### src/rtl/repeat_range.sv
// repeat_range: emits every element of the signed range range(base, limit, step)
// exactly `reps` times as the tuple (element, repeat index). It uses the
// _start / _ready / _valid / _done generator handshake, so a parent generator
// can drive it as a sub-generator. One tuple is produced per cycle while the
// consumer keeps _ready high.
module repeat_range #(
  parameter int WIDTH     = 32,
  parameter int REP_WIDTH = 8
) (
  input  logic                        _clock,
  input  logic                        _reset,
  input  logic                        _start,
  input  logic signed [WIDTH-1:0]     base,
  input  logic signed [WIDTH-1:0]     limit,
  input  logic signed [WIDTH-1:0]     step,
  input  logic        [REP_WIDTH-1:0] reps,
  input  logic                        _ready,
  output logic                        _valid,
  output logic                        _done,
  output logic signed [WIDTH-1:0]     _0,
  output logic        [REP_WIDTH-1:0] _1
);

  typedef enum logic {
    ST_DONE = 1'b0,
    ST_EMIT = 1'b1
  } state_t;

  state_t                      state_q, state_d;
  logic signed [WIDTH-1:0]     limit_q, limit_d;
  logic signed [WIDTH-1:0]     step_q,  step_d;
  logic        [REP_WIDTH-1:0] reps_q,  reps_d;
  logic signed [WIDTH-1:0]     cur_q,   cur_d;
  logic        [REP_WIDTH-1:0] rep_q,   rep_d;

  // Candidates are carried one bit wider than the data path, so that the sum of
  // the current element and the step can never wrap around.
  logic signed [WIDTH:0]       base_wide;
  logic signed [WIDTH:0]       next_elem;
  logic        [REP_WIDTH:0]   rep_inc;
  logic                        base_ok;
  logic                        next_ok;
  logic                        more_reps;

  // Range membership at WIDTH+1 bits. A value that does not fit back into the
  // WIDTH-bit signed range is outside the range, and a zero step gives an empty
  // range.
  function automatic logic in_range(
    input logic signed [WIDTH:0]   x,
    input logic signed [WIDTH-1:0] lim,
    input logic signed [WIDTH-1:0] stp
  );
    logic signed [WIDTH:0] lim_wide;
    logic                  fits;
    lim_wide = {lim[WIDTH-1], lim};
    fits     = (x[WIDTH] == x[WIDTH-1]);
    if (stp > 0) begin
      return fits && (x < lim_wide);
    end else if (stp < 0) begin
      return fits && (x > lim_wide);
    end else begin
      return 1'b0;
    end
  endfunction

  // Arithmetic that feeds the next-state decision.
  always_comb begin
    base_wide = {base[WIDTH-1], base};
    next_elem = {cur_q[WIDTH-1], cur_q} + {step_q[WIDTH-1], step_q};
    rep_inc   = {1'b0, rep_q} + (REP_WIDTH+1)'(1);
    more_reps = (rep_inc < {1'b0, reps_q});
    base_ok   = (reps != '0) && in_range(base_wide, limit, step);
    next_ok   = in_range(next_elem, limit_q, step_q);
  end

  // Next-state and next-output logic. _start has priority over any pending
  // transfer, and _ready only matters while a tuple is being offered.
  always_comb begin
    // NOTE: every signal gets a default first, so that no path through this
    // block leaves a value unassigned and infers a latch.
    state_d = state_q;
    limit_d = limit_q;
    step_d  = step_q;
    reps_d  = reps_q;
    cur_d   = cur_q;
    rep_d   = rep_q;

    if (_start) begin
      limit_d = limit;
      step_d  = step;
      reps_d  = reps;
      if (base_ok) begin
        state_d = ST_EMIT;
        cur_d   = base;
        rep_d   = '0;
      end else begin
        state_d = ST_DONE;
      end
    end else if (state_q == ST_EMIT && _ready) begin
      if (more_reps) begin
        rep_d = rep_inc[REP_WIDTH-1:0];
      end else if (next_ok) begin
        cur_d = next_elem[WIDTH-1:0];
        rep_d = '0;
      end else begin
        state_d = ST_DONE;
      end
    end
  end

  // State and captured-parameter registers, cleared asynchronously.
  always_ff @(posedge _clock or posedge _reset) begin
    // NOTE: sequential state uses non-blocking assignments, so all registers
    // update together on the edge regardless of statement order.
    if (_reset) begin
      state_q <= ST_DONE;
      limit_q <= '0;
      step_q  <= '0;
      reps_q  <= '0;
      cur_q   <= '0;
      rep_q   <= '0;
    end else begin
      state_q <= state_d;
      limit_q <= limit_d;
      step_q  <= step_d;
      reps_q  <= reps_d;
      cur_q   <= cur_d;
      rep_q   <= rep_d;
    end
  end

  // The outputs come straight from registers. The one-bit state register is
  // itself the valid flag, so no input reaches an output without passing
  // through a flop.
  assign _valid = (state_q == ST_EMIT);
  assign _done  = (state_q == ST_DONE);
  assign _0     = cur_q;
  assign _1     = rep_q;

endmodule

### config.mk
export PLATFORM = sky130hd
export DESIGN_NAME = repeat_range
export DESIGN_NICKNAME = d
export VERILOG_FILES = /design/src/rtl/repeat_range.sv
export SDC_FILE = /design/constraint.sdc
export NUM_CORES = 1
export LEC_CHECK = 0
export CAP_MARGIN = 20
export CORE_MARGIN = 5
export CORE_UTILIZATION = 45
export DETAILED_ROUTE_END_ITERATION = 6
export PLACE_DENSITY = 0.7
export SLEW_MARGIN = 10
export SYNTH_ARGS = -nofsm -noshare
export SYNTH_HDL_FRONTEND = slang
export SYNTH_SLANG_ARGS = --single-unit
export TNS_END_PERCENT = 10
### constraint.sdc
create_clock -name _clock -period 7.3 [get_ports _clock]
set_input_delay 2.19 -clock _clock [delete_from_list [all_inputs] [get_ports _clock]]
set_output_delay 2.19 -clock _clock [all_outputs]
set_load 0.01 [all_outputs]
==> results of run 1 <==
worst max-delay path: cells and delay by family (launching register included):
family	cells	cell delay (ns)
AO/OA/AOI/OAI	9	2.03
adder cells (fa/ha/maj)	3	0.96
AND/OR/NAND/NOR	4	0.68
buffers and inverters	2	0.59
multiplexers	2	0.56
flip-flops	1	0.39
XOR/XNOR	2	0.24
sequential cells by signal, summed over array words and instances (netlist names):
register and flops:
_0 32, reps_q 8, _valid 1, limit_q 32, step_q 32, _1 8
logic make-up (layout without fill, tap and decap cells):
family / count (synthesis) / after routing / synth area share
fa+ha+maj: 106 / 106 / 0.158
compound gates: 216 / 216 / 0.164
xor+xnor: 33 / 33 / 0.0352
simple gates: 208 / 208 / 0.119
mux: 100 / 100 / 0.129
buf+inv: 129 / 293 / 0.0591
flops: 113 / 113 / 0.336
routing by layer:
layer | global-route usage | up-vias | part of all wire
li1 | - | 3551 | -
met1 | 0.286 | 3424 | 0.46
met2 | 0.356 | 163 | 0.47
met3 | 0.0518 | 27 | 0.047
met4 | 0.0626 | 0 | 0.019
met5 | 0 | - | 0
worst min path at each step:
stage	start	endpoint	slack, ns
6_report	limit_q[0]$_DFFE_PP0P_	limit_q[0]$_DFFE_PP0P_	0.52
5_1_grt	limit_q[0]$_DFFE_PP0P_	limit_q[0]$_DFFE_PP0P_	0.54
4_1_cts	limit_q[0]$_DFFE_PP0P_	limit_q[0]$_DFFE_PP0P_	0.53
3_5_place_dp	_0[0]$_DFFE_PP0P_	_0[0]$_DFFE_PP0P_	0.51
3_3_place_gp	limit_q[0]$_DFFE_PP0P_	limit_q[0]$_DFFE_PP0P_	0.50
2_1_floorplan	reps_q[0]$_DFFE_PP0P_	reps_q[0]$_DFFE_PP0P_	0.48
power by group:
part | total (mW) | switching [mW] | internal [mW]
clock | 0.845 | 0.295 | 0.550
sequential | 0.944 | 0.160 | 0.784
combinational | 2.56 | 1.36 | 1.20
through the flow:
step,total power [mW],area (um^2),hold slack [ns]
floorplan,2.68,8430,0.481
global placement,3.44,10200,0.498
detailed placement,3.49,10200,0.512
CTS,4.37,10800,0.525
global route,4.71,10800,0.541
finish,4.35,10800,0.522
cell type report:
class	instances	area (um^2)
clock buffer	21	460
clock inverter	11	136
fill	1642	7810
inverter	105	397
multi-input combinational	663	5100
sequential	113	2830
tap	234	293
timing repair buffer	156	1550
Yosys cell counts, types with 3 or more instances:
| master | count |
|---|---|
| a22oi_1 | 5 |
| o211ai_1 | 5 |
| a21oi_1 | 56 |
| o21bai_1 | 5 |
| and2_1 | 3 |
| nand3_1 | 16 |
| a211oi_1 | 5 |
| nor2_1 | 38 |
| mux2i_1 | 28 |
| nand2b_1 | 5 |
| clkbuf_1 | 12 |
| nor4_1 | 18 |
| a2111oi_0 | 4 |
| nor2b_1 | 5 |
| o21a_1 | 8 |
| buf_1 | 7 |
| ha_1 | 105 |
| a31o_2 | 3 |
| dfrtp_1 | 113 |
| nand4_1 | 15 |
| o21ai_1 | 14 |
| o2111ai_1 | 3 |
| mux2_2 | 51 |
| a21o_1 | 15 |
| nand2_1 | 76 |
| nor3b_1 | 5 |
| xnor2_1 | 22 |
| and3_1 | 4 |
| o21ai_0 | 61 |
| a31oi_1 | 4 |
| mux2_1 | 21 |
| nor3_1 | 14 |
| buf_4 | 3 |
| inv_1 | 104 |
| xor2_1 | 10 |
==> impl_metrics.env, run 1 <==
export IMPL_clock_skew_ns=0.00867
export IMPL_fin_tns_setup_ns=0
export IMPL_area_growth_pct=27.8
export IMPL_path_common_cell="a21oi_1"
export IMPL_dp_cells=1270
export IMPL_core_um2=18600
export IMPL_synth_edff_count=0
export IMPL_final_common_cell="clkdlybuf4s50_1"
export IMPL_clockBufferDepth=2
export IMPL_min_period_ns=5.61
export IMPL_max_vdd_ir_drop_uv=252
export IMPL_h_tree_depth=4
export IMPL_row_count=50
export IMPL_antenna_found_initial=0
export IMPL_via_per_inst=5.50
export IMPL_worst_skew_pair_late_latency_ns=0.42
export IMPL_crit_start="_0[0]$_DFFE_PP0P_"
export IMPL_rsz0062_at_grt="false"
export IMPL_postCtsHoldBufs=0
export IMPL_drt_initial_drc_count=427
export IMPL_worst_pin_slew_ns=1.00
export IMPL_max_stage_delay_ns=0.42
export IMPL_start_util=0.454
export IMPL_status="completed"
export IMPL_r2r_cells=22
export IMPL_ctsResizeCount=0
export IMPL_root_buffer="clkbuf_16"
export IMPL_wl_um=23000
export IMPL_setup_viol=0
export IMPL_final_cell_mix="148 x clkdlybuf4s50_1, 113 x dfrtp_1, 105 x ha_1"
export IMPL_dieHeight_um=147
export IMPL_regToRegSetupSlack_ns=1.69
export IMPL_io_pins=150
export IMPL_post_route_cells_drive_above_1_share=0.0973
export IMPL_synth_distinct_cells=68
export IMPL_dp_hpwl_um=18100
export IMPL_cts_buffers=17
export IMPL_cts_setup_buffers=0
export IMPL_path_max_fanout=24
export IMPL_synth_fp_nets=1119
export IMPL_drcViolationCount=0
export IMPL_ant_nets=0
export IMPL_chipWidth_um=147
export IMPL_min_path_type="register to register"
export IMPL_crit_slowest_cell="fa_1"
export IMPL_synth_area_um2=8430
export IMPL_fin_crit_sh=0.769
export IMPL_path_cells="ha_1 > fa_1 > a21oi_1 > o2111ai_1 > a32oi_1 > buf_4 > o21ai_1 > a21oi_1 > o21ai_0 > a21oi_1 > xnor2_1 > ha_1 > nand4_1 > nor3_1 > and3_1 > nand2_1 > o211ai_1 > xnor2_1 > mux2i_1 > o41ai_4 > buf_4 > mux2_1"
export IMPL_vias=7165
export IMPL_hold_viol=0
export IMPL_ys_ff_latch=113
export IMPL_cts_num_sinks=113
export IMPL_grt_pass1_wl_um=37400
export IMPL_die_area_um2=21600
export IMPL_critPathArrivalTime_ns=5.91
export IMPL_required_ns=7.59
export IMPL_pre_cts_slack_ns=1.33
export IMPL_regToRegEndpoint="_0[28]$_DFFE_PP0P_"
export IMPL_first_global_vias=7259
export IMPL_grtUsageTotal=0.217
export IMPL_grt_overflow=0
export IMPL_synth_top_area_share=0.336
export IMPL_critical_path_class="register to register"
export IMPL_crit_path_end="_0[28]$_DFFE_PP0P_"
export IMPL_power_density_nw_per_um2=404
export IMPL_yosysSeqAreaShare=0.336
export IMPL_max_slew_margin=0.331
export IMPL_ys_flop_type="dfrtp_1"
export IMPL_path_clk_slew_ns=0.06
export IMPL_syn_avg_cell_area_um2=9.31
export IMPL_reg2reg_from="_0[0]$_DFFE_PP0P_"
export IMPL_portBuffers=149
export IMPL_drv_cap=0
export IMPL_dr_pass1_iters=5
export IMPL_synthArstFlopShare=1.00
export IMPL_antenna_cells=0
export IMPL_syn_inst=905
export IMPL_routedWlPerCell_um=17.6
export IMPL_p_leak_nw=4.92
export IMPL_utilization=0.580
export IMPL_globalplace_congestion=0.907
export IMPL_fin_ws_ns=1.69
export IMPL_synth_top_area_cell="dfrtp_1"
export IMPL_start_kind="register"
export IMPL_instances_no_fill=1303
export IMPL_grt_max_degree=94
export IMPL_ys_warn_count=0
export IMPL_end_kind="register"
export IMPL_hold_path_cell_count=1
export IMPL_cts_tree="yes"
export IMPL_yosys_top_cells_area="dfrtp_1 34%, ha_1 16%, mux2_2 6.8%"
export IMPL_drv_slew=0
export IMPL_max_freq_ghz=0.178
export IMPL_fin_nets=1270
Power figures use the tool's default switching activity.
==> run 2: changes to the inputs <==
Clock period 7.3 ns to 5.85 ns, I/O delays scaled along.
==> impl_metrics.env, run 2 (synthesis results as in run 1) <==
export IMPL_path_max_fanout=17
export IMPL_io_pins=150
export IMPL_hold_viol=0
export IMPL_dieHeight_um=147
export IMPL_h_tree_depth=4
export IMPL_path_clk_slew_ns=0.05
export IMPL_min_to="_0[6]$_DFFE_PP0P_"
export IMPL_min_path_type="register to register"
export IMPL_core_um2=18600
export IMPL_setup_viol=0
export IMPL_dr_pass1_iters=5
export IMPL_end_kind="register"
export IMPL_max_freq_ghz=0.183
export IMPL_regToRegSetupSlack_ns=0.37
export IMPL_critical_path_class="register to register"
export IMPL_cts_tree="yes"
export IMPL_antenna_cells=0
export IMPL_root_buffer="clkbuf_16"
export IMPL_grt_max_degree=75
export IMPL_instances_no_fill=1302
export IMPL_min_period_ns=5.48
export IMPL_dp_hpwl_um=18300
export IMPL_r2r_cells=21
export IMPL_grt_overflow=0
export IMPL_multi_input_area_um2=5110
export IMPL_row_count=50
export IMPL_final_seq_area_um2=2830
export IMPL_cts_setup_buffers=0
export IMPL_max_stage_delay_ns=0.41
export IMPL_hold_path_cell_count=1
export IMPL_required_ns=6.14
export IMPL_worstHoldStart="_0[6]$_DFFE_PP0P_"
export IMPL_cp_top_family="compound AO/OA/AOI/OAI gates"
export IMPL_fin_nets=1271
export IMPL_drv_slew=0
export IMPL_max_vdd_ir_drop_uv=289
export IMPL_post_route_cells_drive_above_1_share=0.0974
export IMPL_die_area_um2=21600
export IMPL_power_density_nw_per_um2=503
export IMPL_crit_slowest_cell="fa_1"
export IMPL_drt_initial_drc_count=412
export IMPL_ant_nets=0
export IMPL_dp_cells=1272
export IMPL_final_cell_mix="148 x clkdlybuf4s50_1, 113 x dfrtp_1, 105 x ha_1"
export IMPL_clock_skew_ns=0.00614
export IMPL_area_growth_pct=27.7
export IMPL_fillCellCount=1635
export IMPL_final_common_cell="clkdlybuf4s50_1"
export IMPL_wl_um=23600
export IMPL_max_slew_margin=0.411
export IMPL_status="completed"
export IMPL_chipWidth_um=147
export IMPL_path_cells="ha_1 > fa_1 > a21oi_1 > o2111ai_1 > a32oi_2 > o21ai_1 > a21oi_2 > o21ai_0 > a21oi_1 > xnor2_1 > ha_1 > nand4_1 > nor3_1 > and3_1 > nand2_1 > o211ai_1 > xnor2_1 > mux2i_1 > o41ai_4 > buf_6 > mux2_1"
export IMPL_grt_pass1_wl_um=37600
export IMPL_postCtsHoldBufs=0
export IMPL_crit_buf_inv=1
export IMPL_fin_tns_setup_ns=0
export IMPL_ctsResizeCount=0
export IMPL_start_kind="register"
export IMPL_regToRegEndpoint="_0[22]$_DFFE_PP0P_"
export IMPL_rsz0062_at_grt="false"
export IMPL_drcViolationCount=0
export IMPL_start_util=0.454
export IMPL_portBuffers=149
export IMPL_globalplace_congestion=0.870
export IMPL_antenna_found_initial=0
export IMPL_via_per_inst=5.53
export IMPL_fin_crit_sh=0.936
export IMPL_vias=7205
export IMPL_p_leak_nw=4.92
export IMPL_worst_skew_pair_late_latency_ns=0.42
export IMPL_reg2reg_from="_0[0]$_DFFE_PP0P_"
export IMPL_routedWlPerCell_um=18.1
export IMPL_critPathArrivalTime_ns=5.77
export IMPL_first_global_vias=7272
export IMPL_cts_buffers=17
export IMPL_drv_cap=0
export IMPL_grtUsageTotal=0.217
export IMPL_clockBufferDepth=2
export IMPL_worst_pin_slew_ns=0.883
export IMPL_cts_num_sinks=113
## run 2: metrics by stage
step	hold WS (ns)	power (mW)	utilization	setup slack, ns	area (um^2)
final	0.520	5.41	0.579	0.372	10800
after global routing	0.545	5.87	0.579	0.00722	10800
after CTS	0.523	5.41	0.578	0.250	10700
after detailed placement	0.511	4.35	0.547	0.232	10200
after global placement	0.503	4.29	0.547	0.307	10200
after floorplan	0.481	3.35	-	0.904	8430
## run 2: worst reg2reg max path, delay by kind of cell, from the launching register on
kind                     cells  cell delay (ns)
buffers and inverters        1             0.29
flip-flops                   1             0.39
multiplexers                 2             0.55
XOR/XNOR                     2             0.25
adder cells (fa/ha/maj)      3             0.96
AO/OA/AOI/OAI                9             2.16
AND/OR/NAND/NOR              4             0.76
## run 2: layout make-up
cell class / count / share of cell area
clock buffer: 24 / 0.0457
clock inverter: 6 / 0.00744
inverter: 105 / 0.0369
multi-input combinational: 663 / 0.475
sequential: 113 / 0.263
tap: 234 / 0.0272
timing repair buffer: 157 / 0.145
## run 2: worst max-delay path by stage
stage / start / to / slack, ns / depth (start not counted)
6_report: _0[0]$_DFFE_PP0P_ / _0[22]$_DFFE_PP0P_ / 0.37 / 21
5_1_grt: _0[0]$_DFFE_PP0P_ / _0[22]$_DFFE_PP0P_ / 0.007 / 21
4_1_cts: _0[0]$_DFFE_PP0P_ / _0[22]$_DFFE_PP0P_ / 0.25 / 21
3_5_place_dp: limit[9] / _0[0]$_DFFE_PP0P_ / 0.23 / 13
3_3_place_gp: limit[9] / _0[0]$_DFFE_PP0P_ / 0.31 / 13
2_1_floorplan: _0[0]$_DFFE_PP0P_ / _0[0]$_DFFE_PP0P_ / 0.90 / 21
## run 2: power by group
group / total [mW] / switching, mW / internal, mW
clock: 1.02 / 0.361 / 0.664
combinational: 3.21 / 1.71 / 1.50
sequential: 1.18 / 0.198 / 0.979
## run 2: layer usage
| metal | share of wire | global-route usage | vias to the layer above |
|---|---|---|---|
| li1 | - | - | 3562 |
| met1 | 0.46 | 0.292 | 3412 |
| met2 | 0.47 | 0.353 | 200 |
| met3 | 0.056 | 0.0481 | 31 |
| met4 | 0.019 | 0.0630 | 0 |
| met5 | 0 | 0 | - |
==> run 3: changes to the inputs <==
Settings changed: SETUP_SLACK_MARGIN set to 0.2.
==> impl_metrics.env, run 3 (synthesis results as in run 1) <==
export IMPL_status="completed"
export IMPL_max_freq_ghz=0.183
export IMPL_clockBufferDepth=2
export IMPL_dp_hpwl_um=18300
export IMPL_max_slew_margin=0.416
export IMPL_wl_um=23900
export IMPL_setup_viol=0
export IMPL_h_tree_depth=4
export IMPL_clock_skew_ns=0.00543
export IMPL_postCtsHoldBufs=0
export IMPL_grt_pass1_wl_um=37600
export IMPL_core_um2=18600
export IMPL_globalplace_congestion=0.870
export IMPL_rsz0062_at_grt="true"
export IMPL_min_period_ns=5.45
export IMPL_power_mw=5.49
export IMPL_cts_num_sinks=113
export IMPL_fin_tns_setup_ns=0
export IMPL_worst_pin_slew_ns=0.877
export IMPL_end_kind="register"
export IMPL_pre_cts_slack_ns=0.232
export IMPL_cts_buffers=17
export IMPL_vias=7209
export IMPL_fin_nets=1282
export IMPL_grt_overflow=0
export IMPL_required_ns=6.15
export IMPL_antenna_cells=0
export IMPL_row_count=50
export IMPL_p_leak_nw=4.97
export IMPL_area_growth_pct=28.8
export IMPL_critPathArrivalTime_ns=5.75
export IMPL_hold_viol=0
export IMPL_antenna_found_initial=0
export IMPL_min_path_type="register to register"
export IMPL_power_density_nw_per_um2=506
export IMPL_via_per_inst=5.49
export IMPL_ant_nets=0
export IMPL_max_vdd_ir_drop_uv=288
export IMPL_first_global_vias=7272
export IMPL_io_pins=150
export IMPL_routedWlPerCell_um=18.2
export IMPL_worst_skew_pair_late_latency_ns=0.42
export IMPL_cts_tree="yes"
export IMPL_post_route_cells_drive_above_1_share=0.110
export IMPL_root_buffer="clkbuf_16"
export IMPL_portBuffers=149
export IMPL_final_cell_mix="148 x clkdlybuf4s50_1, 113 x dfrtp_1, 105 x ha_1"
export IMPL_chipWidth_um=147
export IMPL_die_area_um2=21600
export IMPL_critical_path_class="register to register"
export IMPL_start_kind="register"
export IMPL_path_clk_slew_ns=0.05
export IMPL_drcViolationCount=0
export IMPL_final_common_cell="clkdlybuf4s50_1"
export IMPL_start_util=0.454
export IMPL_dr_pass1_iters=5
export IMPL_drv_slew=0
export IMPL_drv_cap=0
export IMPL_grtUsageTotal=0.217
export IMPL_fin_crit_sh=0.932
export IMPL_path_max_fanout=8
export IMPL_dieHeight_um=147
export IMPL_drt_initial_drc_count=437
export IMPL_grt_max_degree=75
export IMPL_fin_ws_ns=0.399
run 3: stage by stage:
stage                util  area, um^2  hold WS (ns)  instances
floorplan               -        8430         0.481        905
global placement    0.547       10200         0.503       1272
detailed placement  0.547       10200         0.511       1272
CTS                 0.578       10700         0.523       1302
global route        0.584       10900         0.545       1313
finish              0.584       10900         0.521       1313
run 3: final cells by class:
cell class | count | area [um^2]
multi-input combinational | 663 | 5130
timing repair buffer | 168 | 1640
inverter | 105 | 397
tap | 234 | 293
clock buffer | 24 | 492
clock inverter | 6 | 80.1
sequential | 113 | 2830
fill | 1630 | 7720
run 3: critical path, stage by stage, from the launching register on:
cell and delay, ns:
dfrtp_1 0.39, ha_1 0.25, fa_1 0.42, a21oi_2 0.20
o2111ai_1 0.21, a32oi_2 0.33, buf_4 0.19, nor2_1 0.05
o21ai_0 0.24, mux2i_1 0.27, nand2b_1 0.09, ha_1 0.28
and4_1 0.21, a221o_1 0.31, a211oi_1 0.27, o211ai_1 0.14
xnor2_1 0.24, mux2i_2 0.41, o41ai_4 0.11, buf_4 0.18
buf_4 0.19, mux2_1 0.32
run 3: routing by layer:
| metal | wire length [um] | GRT usage | vias up |
|---|---|---|---|
| li1 | - | - | 3581 |
| met1 | 11000 | 0.292 | 3398 |
| met2 | 11200 | 0.353 | 198 |
| met3 | 1320 | 0.0481 | 32 |
| met4 | 463 | 0.0630 | 0 |
| met5 | 0 | 0 | - |
run 3: final timing paths:
path,start,slack [ns],to,cells past startpoint
setup / recovery,_0[0]$_DFFE_PP0P_,0.40,_0[28]$_DFFE_PP0P_,21
hold / removal,reps_q[0]$_DFFE_PP0P_,0.52,reps_q[0]$_DFFE_PP0P_,1
setup reg to reg,_0[0]$_DFFE_PP0P_,0.40,_0[28]$_DFFE_PP0P_,21
hold reg to reg,reps_q[0]$_DFFE_PP0P_,0.52,reps_q[0]$_DFFE_PP0P_,1
max in group asynchronous,_reset,3.08,step_q[5]$_DFFE_PP0P_,3
min in group asynchronous,_reset,1.82,limit_q[1]$_DFFE_PP0P_,2
run 3: power by group:
| part | internal, mW | switching, mW |
|---|---|---|
| Clock | 0.664 | 0.361 |
| Combinational | 1.55 | 1.74 |
| Sequential | 0.979 | 0.198 |
| Total | 3.19 | 2.30 |
run 3: what timing repair did:
item / in CTS / in global routing
setup endpoints to repair: 0 / 40
buffers inserted: 0 / 9
resized for setup: 0 / 10
